--- src/rtl/matrix_load_sequencer.sv ---
// matrix_load_sequencer: walks selected matrix cells through a sparsity pattern and issues one store instruction per selected cell
module matrix_load_sequencer #(
  parameter int DATA_W = 8,
  parameter int MAT_DIM = 5,
  parameter int IDX_W = 3,
  parameter int NUM_MAT = 2,
  parameter logic [1:0] OP_CLASS = 2'b10,
  parameter logic [3:0] OPCODE_ST = 4'b0010,
  parameter int INSTR_W = 2 + DATA_W + 2 + 2 * IDX_W + 4
) (
  input  logic               clk,
  input  logic               rst_n,
  input  logic               start,
  input  logic [1:0]         mode,
  input  logic               data_inc,
  input  logic [DATA_W-1:0]  fill_value,
  input  logic [NUM_MAT-1:0] mat_mask,
  output logic [INSTR_W-1:0] instr,
  output logic               instr_valid,
  input  logic               instr_ready,
  output logic               busy,
  output logic               done,
  output logic [15:0]        issued_cnt
);
  typedef enum logic [1:0] {IDLE, SCAN, ISSUE, DONE} state_t;
  localparam logic [IDX_W-1:0] last_idx = IDX_W'(MAT_DIM - 1);
  state_t state, state_nxt;
  logic [1:0] mode_q, m, m_nxt, m_first;
  logic inc_q, more, sel, last, accept, advance;
  logic [NUM_MAT-1:0] mask_q;
  logic [DATA_W-1:0] data;
  logic [IDX_W-1:0] r, c;
  assign instr_valid = state == ISSUE;
  assign busy = state != IDLE;
  assign done = state == DONE;
  always_comb begin
    m_first = '0;
    m_nxt = m;
    more = 1'b0;
    // descending scan so the lowest qualifying matrix id wins
    for (int i = NUM_MAT - 1; i >= 0; i--) begin
      if (mat_mask[i]) m_first = 2'(i);
      if (mask_q[i] && 2'(i) > m) begin
        m_nxt = 2'(i);
        more = 1'b1;
      end
    end
    sel = mode_q == 2'b00 ? 1'b1 :
          mode_q == 2'b01 ? ~(r[0] ^ c[0]) :
          mode_q == 2'b10 ? r == c : c >= r;
    last = r == last_idx && c == last_idx && !more;
    accept = state == ISSUE && instr_ready;
    advance = (state == SCAN && !sel) || accept;
    state_nxt = state;
    case (state)
      IDLE: if (start) state_nxt = |mat_mask ? SCAN : DONE;
      SCAN: state_nxt = sel ? ISSUE : last ? DONE : SCAN;
      ISSUE: if (instr_ready) state_nxt = last ? DONE : SCAN;
      default: state_nxt = IDLE;
    endcase
  end
  always_ff @(posedge clk) begin
    if (!rst_n) begin
      state <= IDLE;
      mode_q <= '0;
      inc_q <= 1'b0;
      mask_q <= '0;
      data <= '0;
      m <= '0;
      r <= '0;
      c <= '0;
      instr <= '0;
      issued_cnt <= '0;
    end else begin
      state <= state_nxt;
      if (state == IDLE && start) begin
        mode_q <= mode;
        inc_q <= data_inc;
        mask_q <= mat_mask;
        data <= fill_value;
        m <= m_first;
        r <= '0;
        c <= '0;
        issued_cnt <= '0;
      end
      if (state == SCAN && sel) instr <= {OP_CLASS, data, m, r, c, OPCODE_ST};
      if (accept) begin
        issued_cnt <= issued_cnt + 16'd1;
        if (inc_q) data <= data + 1'b1;
      end
      if (advance) begin
        c <= c == last_idx ? '0 : c + 1'b1;
        if (c == last_idx) r <= r == last_idx ? '0 : r + 1'b1;
        if (c == last_idx && r == last_idx) m <= m_nxt;
      end
    end
  end
endmodule

--- config.mk ---
export PLATFORM = sky130hd
export DESIGN_NAME = matrix_load_sequencer
export DESIGN_NICKNAME = d
export VERILOG_FILES = /design/src/rtl/matrix_load_sequencer.sv
export SDC_FILE = /design/constraint.sdc
export NUM_CORES = 1
export LEC_CHECK = 0
export BUFFER_PORTS_ARGS = -buffer_cell sky130_fd_sc_hd__buf_2
export CELL_PAD_IN_SITES_DETAIL_PLACEMENT = 1
export CELL_PAD_IN_SITES_GLOBAL_PLACEMENT = 1
export CORE_MARGIN = 2
export CORE_UTILIZATION = 40
export DETAILED_ROUTE_END_ITERATION = 8
export PLACE_DENSITY = 0.84
export SLEW_MARGIN = 20
export SYNTH_ARGS = -nofsm -noshare
export SYNTH_HDL_FRONTEND = slang
export SYNTH_SLANG_ARGS = --single-unit
export TNS_END_PERCENT = 100
--- constraint.sdc ---
create_clock -name clk -period 2.28 [get_ports clk]
set_clock_uncertainty 0.2 [all_clocks]
set_input_delay 0.114 -clock clk [delete_from_list [all_inputs] [get_ports clk]]
set_output_delay 0.114 -clock clk [all_outputs]
set_load 0.1 [all_outputs]
==> flow_results.xml, run 1 <==
<?xml version="1.0" encoding="UTF-8"?>
<metrics>
  <group name="run_status">
    <metric name="outcome" unit="">completed</metric>
  </group>
  <group name="cts">
    <metric name="clock_latency_at_the_later_pin_of_the_worst_skew_pair" unit="ns">0.31</metric>
    <metric name="cts.htree.levels" unit="">2</metric>
    <metric name="cts.sink_count" unit="">55</metric>
    <metric name="clockBufferDepth" unit="">2</metric>
    <metric name="cts_tree" unit="">done</metric>
    <metric name="tritoncts.num_buffers" unit="">5</metric>
    <metric name="clkSlewWorstSetupHoldPaths" unit="ns">0.10</metric>
    <metric name="clk_root_buffer_cell" unit="">clkbuf_8</metric>
  </group>
  <group name="sta">
    <metric name="drv_slew" unit="">0</metric>
    <metric name="setup_ws" unit="ns">0.0544</metric>
    <metric name="fmax" unit="MHz">449</metric>
    <metric name="final_period_minus_worst_setup_slack" unit="ns">2.23</metric>
    <metric name="final_setup_tns" unit="ns">0</metric>
    <metric name="final-setup-viol-count" unit="">0</metric>
    <metric name="finalHoldViolCount" unit="">0</metric>
    <metric name="final_min_period_over_clock_period" unit="">0.976</metric>
  </group>
  <group name="placement">
    <metric name="placement.setup.worst_slack" unit="ns">0.0693</metric>
    <metric name="placedInstanceArea" unit="sq um">3100</metric>
    <metric name="place_hpwl" unit="um">5410</metric>
    <metric name="number_of_cells_after_detailed_placement" unit="">441</metric>
    <metric name="place.port_buffers" unit="">53</metric>
    <metric name="gp_congestion" unit="">0.856</metric>
  </group>
  <group name="setup_path">
    <metric name="max_stage_delay" unit="ns">0.35</metric>
    <metric name="crit_chain" unit="">inv_1 -&gt; ha_1 -&gt; nor2b_1 -&gt; o21ai_2 -&gt; buf_4 -&gt; o21bai_4 -&gt; buf_12 -&gt; mux2i_1 -&gt; nor2_1</metric>
    <metric name="critPathRequiredTime" unit="ns">2.28</metric>
    <metric name="r2r-start" unit="">c[0]</metric>
    <metric name="startpoint_type_of_the_worst_setup_path" unit="">flip-flop</metric>
    <metric name="worst_reg2reg_setup_slack" unit="ns">0.05</metric>
    <metric name="critical_path_peak_fanout" unit="">9</metric>
    <metric name="slowest_stage" unit="">dfxtp_2</metric>
    <metric name="setup.worst_path.class" unit="">reg2reg</metric>
    <metric name="timing.critical_path.from" unit="">c[0]</metric>
    <metric name="cp.arrival" unit="ns">2.23</metric>
    <metric name="rr_worst_depth" unit="">9</metric>
    <metric name="worst_setup_path_end_kind" unit="">flip-flop</metric>
  </group>
  <group name="synthesis">
    <metric name="library_cell_with_the_largest_summed_area_after_synthesis" unit="">dfxtp_1</metric>
    <metric name="avgSynthCellArea" unit="sq um">8.72</metric>
    <metric name="number_of_flops_mapped_to_enable_cells_by_yosys" unit="">0</metric>
    <metric name="synthesized_instance_count" unit="">318</metric>
    <metric name="synth-warning-count" unit="">0</metric>
    <metric name="area_of_the_mapped_netlist" unit="sq um">2770</metric>
    <metric name="yosysMostFrequentCell" unit="">dfxtp_1</metric>
    <metric name="synth_top_cells_by_area" unit="">dfxtp_1, mux2i_1, nor2_1</metric>
    <metric name="share_of_synthesized_flip_flops_with_an_asynchronous_set_or_reset" unit="">0</metric>
    <metric name="synth_largest_type_area_fraction" unit="">0.397</metric>
    <metric name="ys_top_cells_by_count" unit="">dfxtp_1, nor2_1, a21oi_1, nand2_1, mux2i_1</metric>
    <metric name="synth_cell_types" unit="">56</metric>
    <metric name="ys_seq_area_frac" unit="">0.397</metric>
    <metric name="synth_flop_cell" unit="">dfxtp_1</metric>
    <metric name="postSynthRegisterBits" unit="">55</metric>
  </group>
  <group name="detailed_routing">
    <metric name="met3WireLength" unit="um">338</metric>
    <metric name="drt_iter0_drc" unit="">120</metric>
    <metric name="routed_wire_length_per_instance" unit="um">17.3</metric>
    <metric name="drtAntennaViolNets" unit="">0</metric>
    <metric name="detail_route.vias_per_cell" unit="">5.52</metric>
    <metric name="post-route-drc-count" unit="">0</metric>
    <metric name="first_pass_iters" unit="">4</metric>
    <metric name="detailroute.wirelength.met2" unit="um">4080</metric>
    <metric name="via_count" unit="">2570</metric>
    <metric name="drt_wl_total" unit="um">8050</metric>
    <metric name="drt-met1-wl" unit="um">3460</metric>
    <metric name="top_layer" unit="">met4</metric>
  </group>
  <group name="grt">
    <metric name="global_route_wire_length_before_repair" unit="um">12300</metric>
    <metric name="grt.total_usage" unit="">0.205</metric>
    <metric name="grt_start_max_net_pins" unit="">27</metric>
    <metric name="first_global_vias" unit="">2574</metric>
    <metric name="antenna_found_initial" unit="">0</metric>
    <metric name="grt_overflow" unit="">0</metric>
  </group>
  <group name="finish">
    <metric name="final_net_count" unit="">411</metric>
    <metric name="antenna_diode_count" unit="">0</metric>
    <metric name="layout-drive-gt1-share" unit="">0.277</metric>
    <metric name="final_non_filler_cell_total" unit="">466</metric>
    <metric name="areaGrowthSynthToFinish" unit="%">23.9</metric>
    <metric name="final_design_area_no_fill" unit="sq um">3430</metric>
  </group>
  <group name="pwr">
    <metric name="power.static_leakage" unit="nW">1.54</metric>
    <metric name="pwr_density_cell" unit="nW/um^2">673</metric>
    <metric name="ir_worst_vdd" unit="mV">0.358</metric>
    <metric name="p_total" unit="mW">2.31</metric>
  </group>
  <group name="worst_hold_path">
    <metric name="worst_hold_startpoint" unit="">start</metric>
    <metric name="holdCritPathClass" unit="">in2reg</metric>
    <metric name="number_of_stages_on_the_worst_hold_path" unit="">4</metric>
  </group>
  <group name="die">
    <metric name="core.rowCount" unit="">30</metric>
    <metric name="num_io_pins" unit="">58</metric>
    <metric name="design.core.area" unit="sq um">6760</metric>
    <metric name="design.die.area" unit="sq um">7610</metric>
    <metric name="die_span_y" unit="um">87.2</metric>
    <metric name="initial_utilization" unit="">0.410</metric>
    <metric name="die_width" unit="um">87.2</metric>
  </group>
  <group name="job">
    <metric name="cap_violations" unit="">0</metric>
  </group>
</metrics>
area by class of cell:
type	instances	area, sq um
repair buffers	80	534
clock inverters	2	35.0
flip-flops and latches	55	1120
fillers	815	3320
clock buffers	6	82.6
inverters	11	41.3
well taps	80	100
multi-input cells	232	1520
registers in the layout (all words and copies together) (netlist names):
signal and cells:
r 3, instr 17, mode_q 2, data 8
m 2, inc_q 1, state 2, c 3
mask_q 1, issued_cnt 16
where the power goes:
part           internal [mW]  leakage [nW]  switching (mW)
sequential              1.00         0.452          0.0467
clock                  0.356        0.0612           0.333
combinational          0.177          1.02           0.397
total                   1.53          1.54           0.776
cells by family (layout without fill, tap and decap cells):
logic type	Yosys count	count (layout)	share of synthesized area
fa+ha+maj	9	9	0.0406
mux	25	25	0.0925
other cells	1	4	0.00135
simple gates	126	126	0.239
flops	55	55	0.397
compound gates	68	68	0.157
buf+inv	34	99	0.0727
cells in the final DEF, fill, tap and decap left out, types with 5 or more instances in the layout:
cell and n:
clkbuf_8 6, dfxtp_2 13, and3_1 5, ha_1 9
nor2b_1 5, and2_1 5, a311oi_1 5, o21ai_0 11
buf_2 54, buf_4 9, nor3_1 6, a21oi_1 26
mux2i_1 19, nand2_1 24, nand3_1 13, dfxtp_1 42
inv_1 10, nor2_1 41, dlygate4sd3_1 14
through the flow:
step | utilization | hold slack, ns
floorplan | - | 0.0500
global placement | 0.459 | 0.163
detailed placement | 0.459 | 0.180
CTS | 0.497 | 0.0379
global route | 0.508 | 0.0812
finish | 0.508 | 0.0373
critical path, delay by kind of cell (launching register included):
family          cells  cell delay (ns)
compound gates      2             0.27
buf+inv             3             0.44
simple gates        2             0.26
fa+ha+maj           1             0.33
mux                 1             0.26
flops               1             0.35
routing by layer:
metal	track usage	vias up
met5	0	-
met2	0.358	60
met4	0.0839	0
met1	0.245	1249
li1	-	1245
met3	0.0436	16
worst paths after layout:
check / end
min reg2reg: instr[1]
max reg2reg: instr[8]
min: state[0]
max: instr[8]
what timing repair did:
item	CTS	global route
setup buffers	0	1
resized for setup	0	9
hold buffers	14	0
setup endpoints to repair	0	16
endpoints found under the hold margin	17	0
Power figures use the tool's default switching activity.
==> inputs of run 2 (changes only) <==
--- a/config.mk
+++ b/config.mk
@@ -9,9 +9,9 @@
 export CELL_PAD_IN_SITES_DETAIL_PLACEMENT = 1
 export CELL_PAD_IN_SITES_GLOBAL_PLACEMENT = 1
 export CORE_MARGIN = 2
-export CORE_UTILIZATION = 40
+export CORE_UTILIZATION = 44
 export DETAILED_ROUTE_END_ITERATION = 8
-export PLACE_DENSITY = 0.84
+export PLACE_DENSITY = 0.91
 export SLEW_MARGIN = 20
 export SYNTH_ARGS = -nofsm -noshare
 export SYNTH_HDL_FRONTEND = slang
==> constraint.sdc (replaced) <==
create_clock -name clk -period 2.65 [get_ports clk]
set_clock_uncertainty 0.2 [all_clocks]
set_input_delay 0.1325 -clock clk [delete_from_list [all_inputs] [get_ports clk]]
set_output_delay 0.1325 -clock clk [all_outputs]
set_load 0.1 [all_outputs]
==> run 2 against run 1 <==
  * Core utilization rose by 3.7 points
  * Global-route usage is 1.7 points higher
  * Total power is 21% lower
  * Critical path type unchanged
  * Sequential share of layout area up 1.2 points
  * Non-clock buffer count shrank 7
  * First-iteration DRC count fell by 13%
  * Largest cell class unchanged
==> flow_results.xml, run 2 (same netlist as run 1, synthesis figures left out) <==
<?xml version="1.0" encoding="UTF-8"?>
<metrics>
  <group name="pwr">
    <metric name="ir_worst_vdd" unit="mV">0.382</metric>
    <metric name="power.static_leakage" unit="nW">1.46</metric>
    <metric name="p_total" unit="mW">1.83</metric>
    <metric name="pwr_density_cell" unit="nW/um^2">562</metric>
  </group>
  <group name="finish">
    <metric name="antenna_diode_count" unit="">0</metric>
    <metric name="layout_common_cells" unit="">dfxtp_1, buf_2, nor2_1, a21oi_1, nand2_1</metric>
    <metric name="layout_commonest_cell" unit="">dfxtp_1</metric>
    <metric name="largest_register_ff_count" unit="">17</metric>
    <metric name="final_net_count" unit="">404</metric>
    <metric name="largestRegisters" unit="">instr x17, issued_cnt x16, data x8</metric>
    <metric name="registers.top_by_ff_count" unit="">instr</metric>
    <metric name="layout-drive-gt1-share" unit="">0.224</metric>
    <metric name="filler_cell_count" unit="">750</metric>
    <metric name="areaGrowthSynthToFinish" unit="%">17.8</metric>
  </group>
  <group name="detailed_routing">
    <metric name="drt_wl_total" unit="um">7730</metric>
    <metric name="via_count" unit="">2524</metric>
    <metric name="detail_route.vias_per_cell" unit="">5.56</metric>
    <metric name="drt_iter0_drc" unit="">104</metric>
    <metric name="drtAntennaViolNets" unit="">0</metric>
    <metric name="routed_wire_length_per_instance" unit="um">17.0</metric>
    <metric name="post-route-drc-count" unit="">0</metric>
    <metric name="first_pass_iters" unit="">4</metric>
  </group>
  <group name="placement">
    <metric name="gp_congestion" unit="">0.845</metric>
    <metric name="place.port_buffers" unit="">53</metric>
    <metric name="place_hpwl" unit="um">5450</metric>
    <metric name="placement.setup.worst_slack" unit="ns">0.109</metric>
  </group>
  <group name="job">
    <metric name="cap_violations" unit="">0</metric>
  </group>
  <group name="cts">
    <metric name="clk_root_buffer_cell" unit="">clkbuf_8</metric>
    <metric name="clkSlewWorstSetupHoldPaths" unit="ns">0.10</metric>
    <metric name="clockBufferDepth" unit="">2</metric>
    <metric name="cts_tree" unit="">done</metric>
    <metric name="cts_setup_buffers" unit="">0</metric>
    <metric name="clock_latency_at_the_later_pin_of_the_worst_skew_pair" unit="ns">0.32</metric>
    <metric name="cts.htree.levels" unit="">2</metric>
    <metric name="tritoncts.num_buffers" unit="">5</metric>
    <metric name="cts.sink_count" unit="">55</metric>
  </group>
  <group name="sta">
    <metric name="fmax" unit="MHz">405</metric>
    <metric name="setup_ws" unit="ns">0.178</metric>
    <metric name="final_period_minus_worst_setup_slack" unit="ns">2.47</metric>
    <metric name="final-setup-viol-count" unit="">0</metric>
    <metric name="finalHoldViolCount" unit="">0</metric>
    <metric name="tightestPinTransition" unit="ns">0.799</metric>
    <metric name="unrepaired_setup_endpoints_after_global_routing" unit="">false</metric>
    <metric name="headroom_to_the_max_slew_limit" unit="">0.466</metric>
    <metric name="drv_slew" unit="">0</metric>
    <metric name="final_setup_tns" unit="ns">0</metric>
    <metric name="final_min_period_over_clock_period" unit="">0.933</metric>
  </group>
  <group name="setup_path">
    <metric name="setup.worst_path.class" unit="">reg2reg</metric>
    <metric name="slowest_stage" unit="">o31ai_4</metric>
    <metric name="r2r-start" unit="">c[0]</metric>
    <metric name="worst_reg2reg_setup_slack" unit="ns">0.18</metric>
    <metric name="rr_worst_depth" unit="">8</metric>
    <metric name="worst_setup_path_end_kind" unit="">flip-flop</metric>
    <metric name="max_stage_delay" unit="ns">0.46</metric>
    <metric name="timing.rr.end" unit="">m[0]</metric>
    <metric name="critPathRequiredTime" unit="ns">2.67</metric>
    <metric name="critical_path_peak_fanout" unit="">8</metric>
    <metric name="startpoint_type_of_the_worst_setup_path" unit="">flip-flop</metric>
    <metric name="cp.arrival" unit="ns">2.49</metric>
    <metric name="crit_chain" unit="">inv_1 -&gt; ha_1 -&gt; nor2b_1 -&gt; o21ai_1 -&gt; o31ai_4 -&gt; buf_4 -&gt; a221oi_1 -&gt; a311oi_1</metric>
  </group>
  <group name="grt">
    <metric name="antenna_found_initial" unit="">0</metric>
    <metric name="grt.total_usage" unit="">0.223</metric>
    <metric name="global_route_wire_length_before_repair" unit="um">12600</metric>
    <metric name="grt_overflow" unit="">0</metric>
    <metric name="grt_start_max_net_pins" unit="">47</metric>
    <metric name="first_global_vias" unit="">2562</metric>
  </group>
  <group name="die">
    <metric name="die_span_y" unit="um">83.4</metric>
    <metric name="die_width" unit="um">83.4</metric>
    <metric name="initial_utilization" unit="">0.463</metric>
    <metric name="num_io_pins" unit="">58</metric>
    <metric name="design.core.area" unit="sq um">5990</metric>
    <metric name="design.die.area" unit="sq um">6950</metric>
    <metric name="core.rowCount" unit="">28</metric>
  </group>
  <group name="run_status">
    <metric name="outcome" unit="">completed</metric>
  </group>
  <group name="worst_hold_path">
    <metric name="worst_hold_startpoint" unit="">instr_ready</metric>
    <metric name="holdPathEnd" unit="">state[1]</metric>
    <metric name="number_of_stages_on_the_worst_hold_path" unit="">3</metric>
    <metric name="holdCritPathClass" unit="">in2reg</metric>
  </group>
</metrics>
## run 2: worst max path at each step
stage / startpoint / to / slack, ns / cells after the start
floorplan: issued_cnt[6] / issued_cnt[15] / 0.18 / 5
global placement: r[2] / m[0] / 0.36 / 8
detailed placement: r[2] / m[0] / 0.11 / 8
CTS: r[2] / m[0] / 0.04 / 8
global route: r[2] / m[0] / 0.01 / 8
finish: c[0] / m[0] / 0.18 / 8
## run 2: cell type report
type | count | area [sq um] | area share
Clock inverter | 2 | 12.5 | 0.00383
Inverter | 11 | 41.3 | 0.0126
Multi-Input combinational cell | 232 | 1500 | 0.458
Timing Repair Buffer | 73 | 448 | 0.137
Tap cell | 75 | 93.8 | 0.0287
Sequential cell | 55 | 1100 | 0.337
Clock buffer | 6 | 72.6 | 0.0222
## run 2: metal layers
| layer | GRT usage | vias to the layer above | wire length [um] |
|---|---|---|---|
| met5 | 0 | - | 0 |
| met4 | 0.0507 | 0 | 84 |
| met3 | 0.0308 | 7 | 288 |
| met2 | 0.406 | 54 | 3980 |
| met1 | 0.276 | 1231 | 3380 |
| li1 | - | 1232 | - |
## run 2: power by group
group | total, mW | internal, mW | switching [mW]
registers | 0.901 | 0.860 | 0.0401
logic | 0.455 | 0.125 | 0.330
clock network | 0.478 | 0.186 | 0.292
## run 2: what timing repair did
item | 4_1_cts | 5_1_grt
resized for setup | 0 | 1
endpoints found under the hold margin | 16 | 0
endpoints found under the setup margin | 0 | 2
hold buffers | 13 | 0
## run 2: worst max-delay path, delay by kind of cell (launching register included)
kind                       cells  cell delay (ns)
AOI/OAI and AO/OA              4             0.99
buffers and inverters          2             0.33
and+or+nand+nor                1             0.12
DFF                            1             0.40
adders and majority gates      1             0.32
## run 2: stage by stage
step	util	hold slack (ns)	area [sq um]	cells
after floorplan	-	0.0685	2790	321
after global routing	0.545	0.0191	3260	454
final	0.545	0.0248	3260	454
after global placement	0.508	0.179	3040	433
after detailed placement	0.508	0.190	3040	433
after CTS	0.543	0.0207	3260	454
